===== src/rtl/memory_arbiter.sv =====
// rtl/memory_arbiter.sv - round-robin N-master arbiter in front of the single memory controller port
// One transaction in flight; requests are captured in IDLE and replayed to the controller from issue registers.
module memory_arbiter #(
  parameter int NUM_MASTERS  = 2,
  parameter int DATA_WIDTH   = 32,
  parameter int READ_LATENCY = 1
) (
  input  logic                              clk,
  input  logic                              reset,
  input  logic [NUM_MASTERS*DATA_WIDTH-1:0] mAddress,
  input  logic [NUM_MASTERS*DATA_WIDTH-1:0] mDataWrite,
  input  logic [NUM_MASTERS*2-1:0]          mLength,
  input  logic [NUM_MASTERS-1:0]            mStore,
  input  logic [NUM_MASTERS-1:0]            mLoad,
  input  logic [NUM_MASTERS-1:0]            mLoadUnsigned,
  output logic [NUM_MASTERS-1:0]            mAck,
  output logic [NUM_MASTERS-1:0]            mGrant,
  output logic [DATA_WIDTH-1:0]             mDataRead,
  output logic                              protocolError,
  output logic [DATA_WIDTH-1:0]             ctrlAddress,
  output logic [DATA_WIDTH-1:0]             ctrlDataWrite,
  output logic [1:0]                        ctrlLength,
  output logic                              ctrlStore,
  output logic                              ctrlLoad,
  output logic                              ctrlLoadUnsigned,
  input  logic [DATA_WIDTH-1:0]             ctrlDataRead
);

  localparam int PW = (NUM_MASTERS > 1) ? $clog2(NUM_MASTERS) : 1;
  localparam int CW = (READ_LATENCY > 1) ? $clog2(READ_LATENCY) : 1;

  typedef enum logic [1:0] {IDLE, ISSUE, WAIT} state_t;

  state_t                  state;
  logic [PW-1:0]           rr_ptr;
  logic [NUM_MASTERS-1:0]  grant;
  logic [DATA_WIDTH-1:0]   iss_addr;
  logic [DATA_WIDTH-1:0]   iss_data;
  logic [1:0]              iss_len;
  logic                    iss_unsigned;
  logic                    iss_store;
  logic [CW-1:0]           wait_cnt;
  logic                    perr;

  logic [NUM_MASTERS-1:0]  req;
  logic                    any_req;
  logic [PW-1:0]           winner;
  logic [PW-1:0]           scan_idx;

  assign req     = mStore | mLoad;
  assign any_req = |req;

  // Scan from farthest to nearest so the nearest requester after rr_ptr wins.
  always_comb begin
    winner   = '0;
    scan_idx = '0;
    for (int i = NUM_MASTERS; i >= 1; i--) begin
      scan_idx = PW'((int'(rr_ptr) + i) % NUM_MASTERS);
      if (req[scan_idx]) winner = scan_idx;
    end
  end

  always_ff @(posedge clk) begin
    if (reset) begin
      state        <= IDLE;
      rr_ptr       <= PW'(NUM_MASTERS - 1);
      grant        <= '0;
      iss_addr     <= '0;
      iss_data     <= '0;
      iss_len      <= '0;
      iss_unsigned <= 1'b0;
      iss_store    <= 1'b0;
      wait_cnt     <= '0;
      perr         <= 1'b0;
    end else begin
      if (|(mStore & mLoad)) perr <= 1'b1;
      case (state)
        IDLE: begin
          if (any_req) begin
            rr_ptr       <= winner;
            grant        <= NUM_MASTERS'(1) << winner;
            iss_addr     <= mAddress[int'(winner)*DATA_WIDTH +: DATA_WIDTH];
            iss_data     <= mDataWrite[int'(winner)*DATA_WIDTH +: DATA_WIDTH];
            iss_len      <= mLength[int'(winner)*2 +: 2];
            iss_unsigned <= mLoadUnsigned[winner];
            // Store takes priority when both op bits are set.
            iss_store    <= mStore[winner];
            state        <= ISSUE;
          end
        end
        ISSUE: begin
          if (iss_store) begin
            grant <= '0;
            state <= IDLE;
          end else begin
            wait_cnt <= CW'(READ_LATENCY - 1);
            state    <= WAIT;
          end
        end
        WAIT: begin
          if (wait_cnt == '0) begin
            grant <= '0;
            state <= IDLE;
          end else begin
            wait_cnt <= wait_cnt - 1'b1;
          end
        end
        default: state <= IDLE;
      endcase
    end
  end

  logic active;
  logic ack;
  logic load_done;

  assign active    = (state != IDLE);
  assign load_done = (state == WAIT) && (wait_cnt == '0);
  assign ack       = ((state == ISSUE) && iss_store) || load_done;

  assign mAck             = ack ? grant : '0;
  assign mGrant           = grant;
  assign mDataRead        = load_done ? ctrlDataRead : '0;
  assign protocolError    = perr;
  assign ctrlAddress      = active ? iss_addr : '0;
  assign ctrlDataWrite    = active ? iss_data : '0;
  assign ctrlLength       = active ? iss_len : 2'b00;
  assign ctrlLoadUnsigned = active & iss_unsigned;
  assign ctrlStore        = (state == ISSUE) & iss_store;
  assign ctrlLoad         = (state == ISSUE) & ~iss_store;

endmodule


===== config.mk =====
export PLATFORM = sky130hd
export DESIGN_NAME = memory_arbiter
export DESIGN_NICKNAME = d
export VERILOG_FILES = /design/src/rtl/memory_arbiter.sv
export SDC_FILE = /design/constraint.sdc
export NUM_CORES = 1
export LEC_CHECK = 0
export BUFFER_PORTS_ARGS = -buffer_cell sky130_fd_sc_hd__buf_2
export CORE_AREA = 3 3 100 126
export DETAILED_ROUTE_END_ITERATION = 8
export DIE_AREA = 0 0 103 129
export PLACE_DENSITY = 0.74
export SLEW_MARGIN = 10
export SYNTH_ARGS = -nofsm -noshare
export SYNTH_HDL_FRONTEND = slang
export SYNTH_SLANG_ARGS = --single-unit

===== constraint.sdc =====
create_clock -name clk -period 3.7 [get_ports clk]
set_input_delay 0.185 -clock clk [delete_from_list [all_inputs] [get_ports clk]]
set_output_delay 0.185 -clock clk [all_outputs]
set_load 0.02 [all_outputs]

; Word level (Yosys, flattened, before mapping)
; Index checks and enable logic that the tools add are counted.
[totals]
reg_bits = 75
latch_bits = 0
mem_bits_rw = 0
mem_bits_ro = 0
in_bits = 172
out_inout_bits = 106
wordCells = 71
memories = 0
[classes]
add_sub_neg = 3
multipliers = 0
div = 0
order_cmp = 3
eq_ne = 6
shifts = 4
n_mux = 25
bitwise_logic = 7
n_reduce_logical = 13
[ops]
columns = cell, count
row1 = $shiftx A64 B7 Y32, 2
row2 = $mux W32, 3
row3 = $mux W2, 7
row4 = $mux W1, 12
row5 = $pmux W2 S3, 2
row6 = $ne A2 B2 Y1 const B, 4
row7 = $lt A1 B2 Y1 const B, 3
row8 = $reduce_and A2 Y1, 3
row9 = $reduce_and A4 Y1, 1
row10 = $reduce_bool A2 Y1, 2
row11 = $reduce_or A2 Y1, 2
row12 = $shiftx A4 B3 Y2, 1
row13 = $and A1 B1 Y1, 3
row14 = $reduce_bool A3 Y1, 1
row15 = $add A1 B1 Y1 const B, 2
row16 = $and A2 B2 Y2, 1
row17 = $eq A2 B1 Y1 const B, 1
row18 = $eq A2 B2 Y1 const B, 1
row19 = $logic_and A1 B1 Y1, 2
row20 = $logic_not A2 Y1, 1
row21 = $not A1 Y1, 2
row22 = $or A2 B2 Y2, 1
row23 = $pmux W1 S2, 1
row24 = $shl A1 B1 Y2 const A, 1
row25 = other kinds (2), 2

; Logic depth before layout (Yosys ltp)
[logic_depth]
ltp_word = 8
depth_mapped = 8
mapped_depth_nobuf = 5

; Worst setup path after synthesis
; No wires, ideal clock.
[synth_path]
path_type = reg-to-reg
start = reg state[0]
end = reg iss_addr[0]
setup_time_ns = 0.089
arrival_time_ns = 1.551
t_required_ns = 3.611
setup_slack_ns = 2.060
stages_incl_launch_ff = 9
n_path_buf = 3
period_less_slack_ns = 1.640
cell_sequence = dfxtp_1 -> inv_1 -> ha_1 -> buf_2 -> o41a_1 -> buf_2 -> clkbuf_1 -> nor2_1 -> a311oi_2
[synth_between]
elab_chain_len = 2
[synth_rtl]
columns = item, line
row1 = start: declaration, 34  ; state_t state;
row2 = start signal: assignment, 65  ; state <= IDLE;
row3 = start signal: assignment, 88  ; state <= ISSUE;
row4 = start signal: assignment, 94  ; state <= IDLE;
row5 = $logic_not A2 Y1, 77  ; case (state)
row6 = $reduce_and A2 Y1 (no source line), n/a
row7 = end signal: assignment, 82  ; iss_addr <= mAddress[int'(winner)*DATA_WIDTH +: DATA_WIDTH];
row8 = end: declaration, 37  ; logic [DATA_WIDTH-1:0] iss_addr;
; Every way passes these cells.
; A chain may end at the register's enable or synchronous reset.

; Worst setup path after layout
[layout_path]
start = reg state[0]
end = out ctrlAddress[12]
[layout_between]
elab_chain_len = 2
[layout_rtl]
columns = item, line
row1 = $reduce_bool A2 Y1, 117  ; assign active = (state != IDLE);
row2 = $mux W32, 125  ; assign ctrlAddress = active ? iss_addr : '0;
row3 = end: declaration, 20  ; output logic [DATA_WIDTH-1:0] ctrlAddress,
; Every way passes these cells.

==> metrics <==
hold_sp mDataWrite[37]; Final Critical Period 2.49 ns; # fillers 1140; initial core utilization 0.396; CTS Hold Buffers Added 0; dpl hpwl between 10000 and 15000 um; full die area 0.0133 mm2; P_int approximately 1.9 mW; Synth Area per Inst 8.37 um2; RePlAce Congestion 0.822; IO Pins 278; largest family of logic cells by synthesized area compound AO/OA/AOI/OAI gates; largest net degree at the start of global routing between 100 and 150; unrepaired setup endpoints after global routing false; Crit path max-delay family buffers and inverters; Post-Synth XOR/XNOR Area 0; Fin Setup TNS 0 ns; pre-CTS setup slack ~1.2 ns; critical path data required time between 3 and 4 ns; DR pass1 iterations 4; clock network power share 0.347; CTS tree built; commonest non-fill, non-tap cells in the layout buf_2 (276), dfxtp_1 (74), nor2b_1 (71); run status finished, final reports clean; Hold Fails Final Rpt 0; leading post-synthesis cells by cell area dfxtp_1 (32%), a311oi_2 (20%), nor2b_1 (9.7%); R2R Setup Slk 1.24 ns; Yosys Warn Count 0; Post-synth EDFFs 0; slew margin rel. 0.191; Async SR Flop Fraction 0; min-delay worst type primary input to flop; via count 4993; layout cells sized above 1 0.468; FF-to-FF Start state[0]$_SDFFE_PP0P_; Net Count, Synth 723; Clock transition at path regs 0.06 ns; critical path, cell by cell inv_1 -> ha_2 -> buf_4 -> nor2b_1 -> buf_2; PortBufs 277; Psw 0.964 mW; Hold Path Depth 3; clk_skew 0.00590 ns; Worst Path Buf+Inv 3; PwrDens 465 mW/mm2; post-synthesis cell count 547; Startpoint Class flop; Max Cap Viol 0; wire per inst approximately 17 um; vias in the first global route 4704; sequential share of the synthesized area 0.323; clk buf depth 2; FP Rows 44; Detailed Route WL approximately 16000 um; Arr. time, crit path between 2 and 2.5 ns; initial antenna violation count 0; number of CTS-inserted buffers 9; post-synthesis cell type count 30; Synth top area share 0.323; Net Sw Frac 0.331; first-pass GRT wire length 23900 um; Reg2Reg Depth 6; Post-DP Area around 0.0059 mm2; grt ovf 0; die height between 100 and 150 um; post-synthesis mux area share 0.00437; Sequential Power Share 0.332; Area growth syn-to-layout 36.7%; final setup fails 0; ANT nets after route 0; commonest non-fill, non-tap cell in the layout buf_2; fin nets 952; r2r endpoint iss_addr[11]$_SDFFE_PP0P_; Worst Hold Path EP iss_data[5]$_SDFFE_PP0P_; VDD IR max 0.199 mV; maximum clock rate 402 MHz; adder-cell share of the synthesized area 0.0109; period utilisation layout 0.672; Post-Syn Area between 0.004 and 0.005 mm2; post-route setup slack 1.21 ns; CP max stage delay 0.65 ns; # DRC 0; insertion delay to the later sink of the worst-skew pair between 0.3 and 0.4 ns; CTS resizes 0; Hold Slack 0.123 ns; ys flop type dfxtp_1; Seq cells post-synth 74; Logic pwr share 0.321; Post-CTS Setup Bufs 0; CP max FO 40; Synth Area in Compound Gates 0.306; Simple-Gate Fraction of Synth Area 0.285; Pleak 2.86 nW; Slew Limit Fails 0; Slowest-stage cell, CP ha_2; DR vias/cell 5.43; top cell type by total area after synthesis dfxtp_1; Final Total Pwr 2.91 mW; crit path capture type output port; worst-margin pin slew 1.21 ns; H-tree levels 3; Detailed Route Iter0 Violations ~210; CTS sink cnt 74; GRT Total Usage 0.232; clk root buf clkbuf_16; Final Cell Area 0.00626 mm2; crit path kind flop to output port; die span in x just over 100 um; Core ar. 0.0116 mm2
## worst max path at each step
stage	slack (ns)	cells past startpoint	endpoint	from
6_report	1.21	5	ctrlAddress[12]	state[0]$_SDFFE_PP0P_
5_1_grt	1.0	6	iss_data[6]$_SDFFE_PP0P_	state[0]$_SDFFE_PP0P_
4_1_cts	1.21	5	ctrlDataWrite[23]	state[0]$_SDFFE_PP0P_
3_5_place_dp	1.24	6	iss_data[6]$_SDFFE_PP0P_	state[0]$_SDFFE_PP0P_
3_3_place_gp	1.36	6	iss_data[8]$_SDFFE_PP0P_	state[0]$_SDFFE_PP0P_
2_1_floorplan	2.06	8	iss_addr[0]$_SDFFE_PP0P_	state[0]$_SDFFE_PP0P_
## synth_stat cells (3+ instances only)
master    instances
buf_2             7
o21ai_0          67
nor2_1           70
ha_1              4
inv_1             3
and2_1           33
nand3_1          69
buf_6             7
clkbuf_1         49
a311oi_2         60
dfxtp_1          74
nor2b_1          71
a311oi_1          7
## final cells by class
cell class	count	area (um2)	share of cell area
diodes	1	2.50	0.000400
clock buffers	10	239	0.0382
clock inverters	5	103	0.0164
inverters	3	11.3	0.00180
multi-input cells	405	2790	0.446
flip-flops and latches	74	1480	0.237
well taps	138	173	0.0276
repair buffers	283	1460	0.233
## per-layer routing
metal	global-route usage	wire length, um	share of wire
met1	0.284	6480	0.40
met2	0.388	7750	0.48
met3	0.0634	1360	0.085
met4	0.0831	406	0.025
met5	0	0	0
## power by group through the flow
stage	clock network, mW	registers (mW)	logic (mW)
finish	1.01	0.968	0.934
global route	1.06	0.983	1.02
CTS	1.03	0.968	0.938
detailed placement	0	0.985	0.936
global placement	0	0.981	0.923
floorplan	0	0.975	0.680
## worst reg2reg max path, cell delays in order (launching register included)
cell and delay, ns:
dfxtp_1 0.33, inv_1 0.11, ha_2 0.65, o41a_2 0.32, buf_12 0.52, nor2_1 0.19
a311oi_2 0.26
## flip-flops by register name, indices dropped and copies added (netlist names)
name / flops
iss_unsigned: 1
iss_addr: 32
iss_store: 1
mGrant: 2
state: 2
iss_len: 2
protocolError: 1
iss_data: 32
rr_ptr: 1
## per-stage QoR
stage,util,instances
3_3_place_gp,0.512,903
6_report,0.541,919
5_1_grt,0.541,918
4_1_cts,0.541,918
2_1_floorplan,-,547
3_5_place_dp,0.512,903
## cells by family (layout without fill, tap and decap cells)
group                      Yosys count  count (layout)
and+or+nand+nor                    251             251
AOI/OAI and AO/OA                  148             148
DFF                                 74              74
buffers and inverters               68             301
adders and majority gates            4               4
muxes                                2               2
other                                0               1
Power figures use the tool's default switching activity.
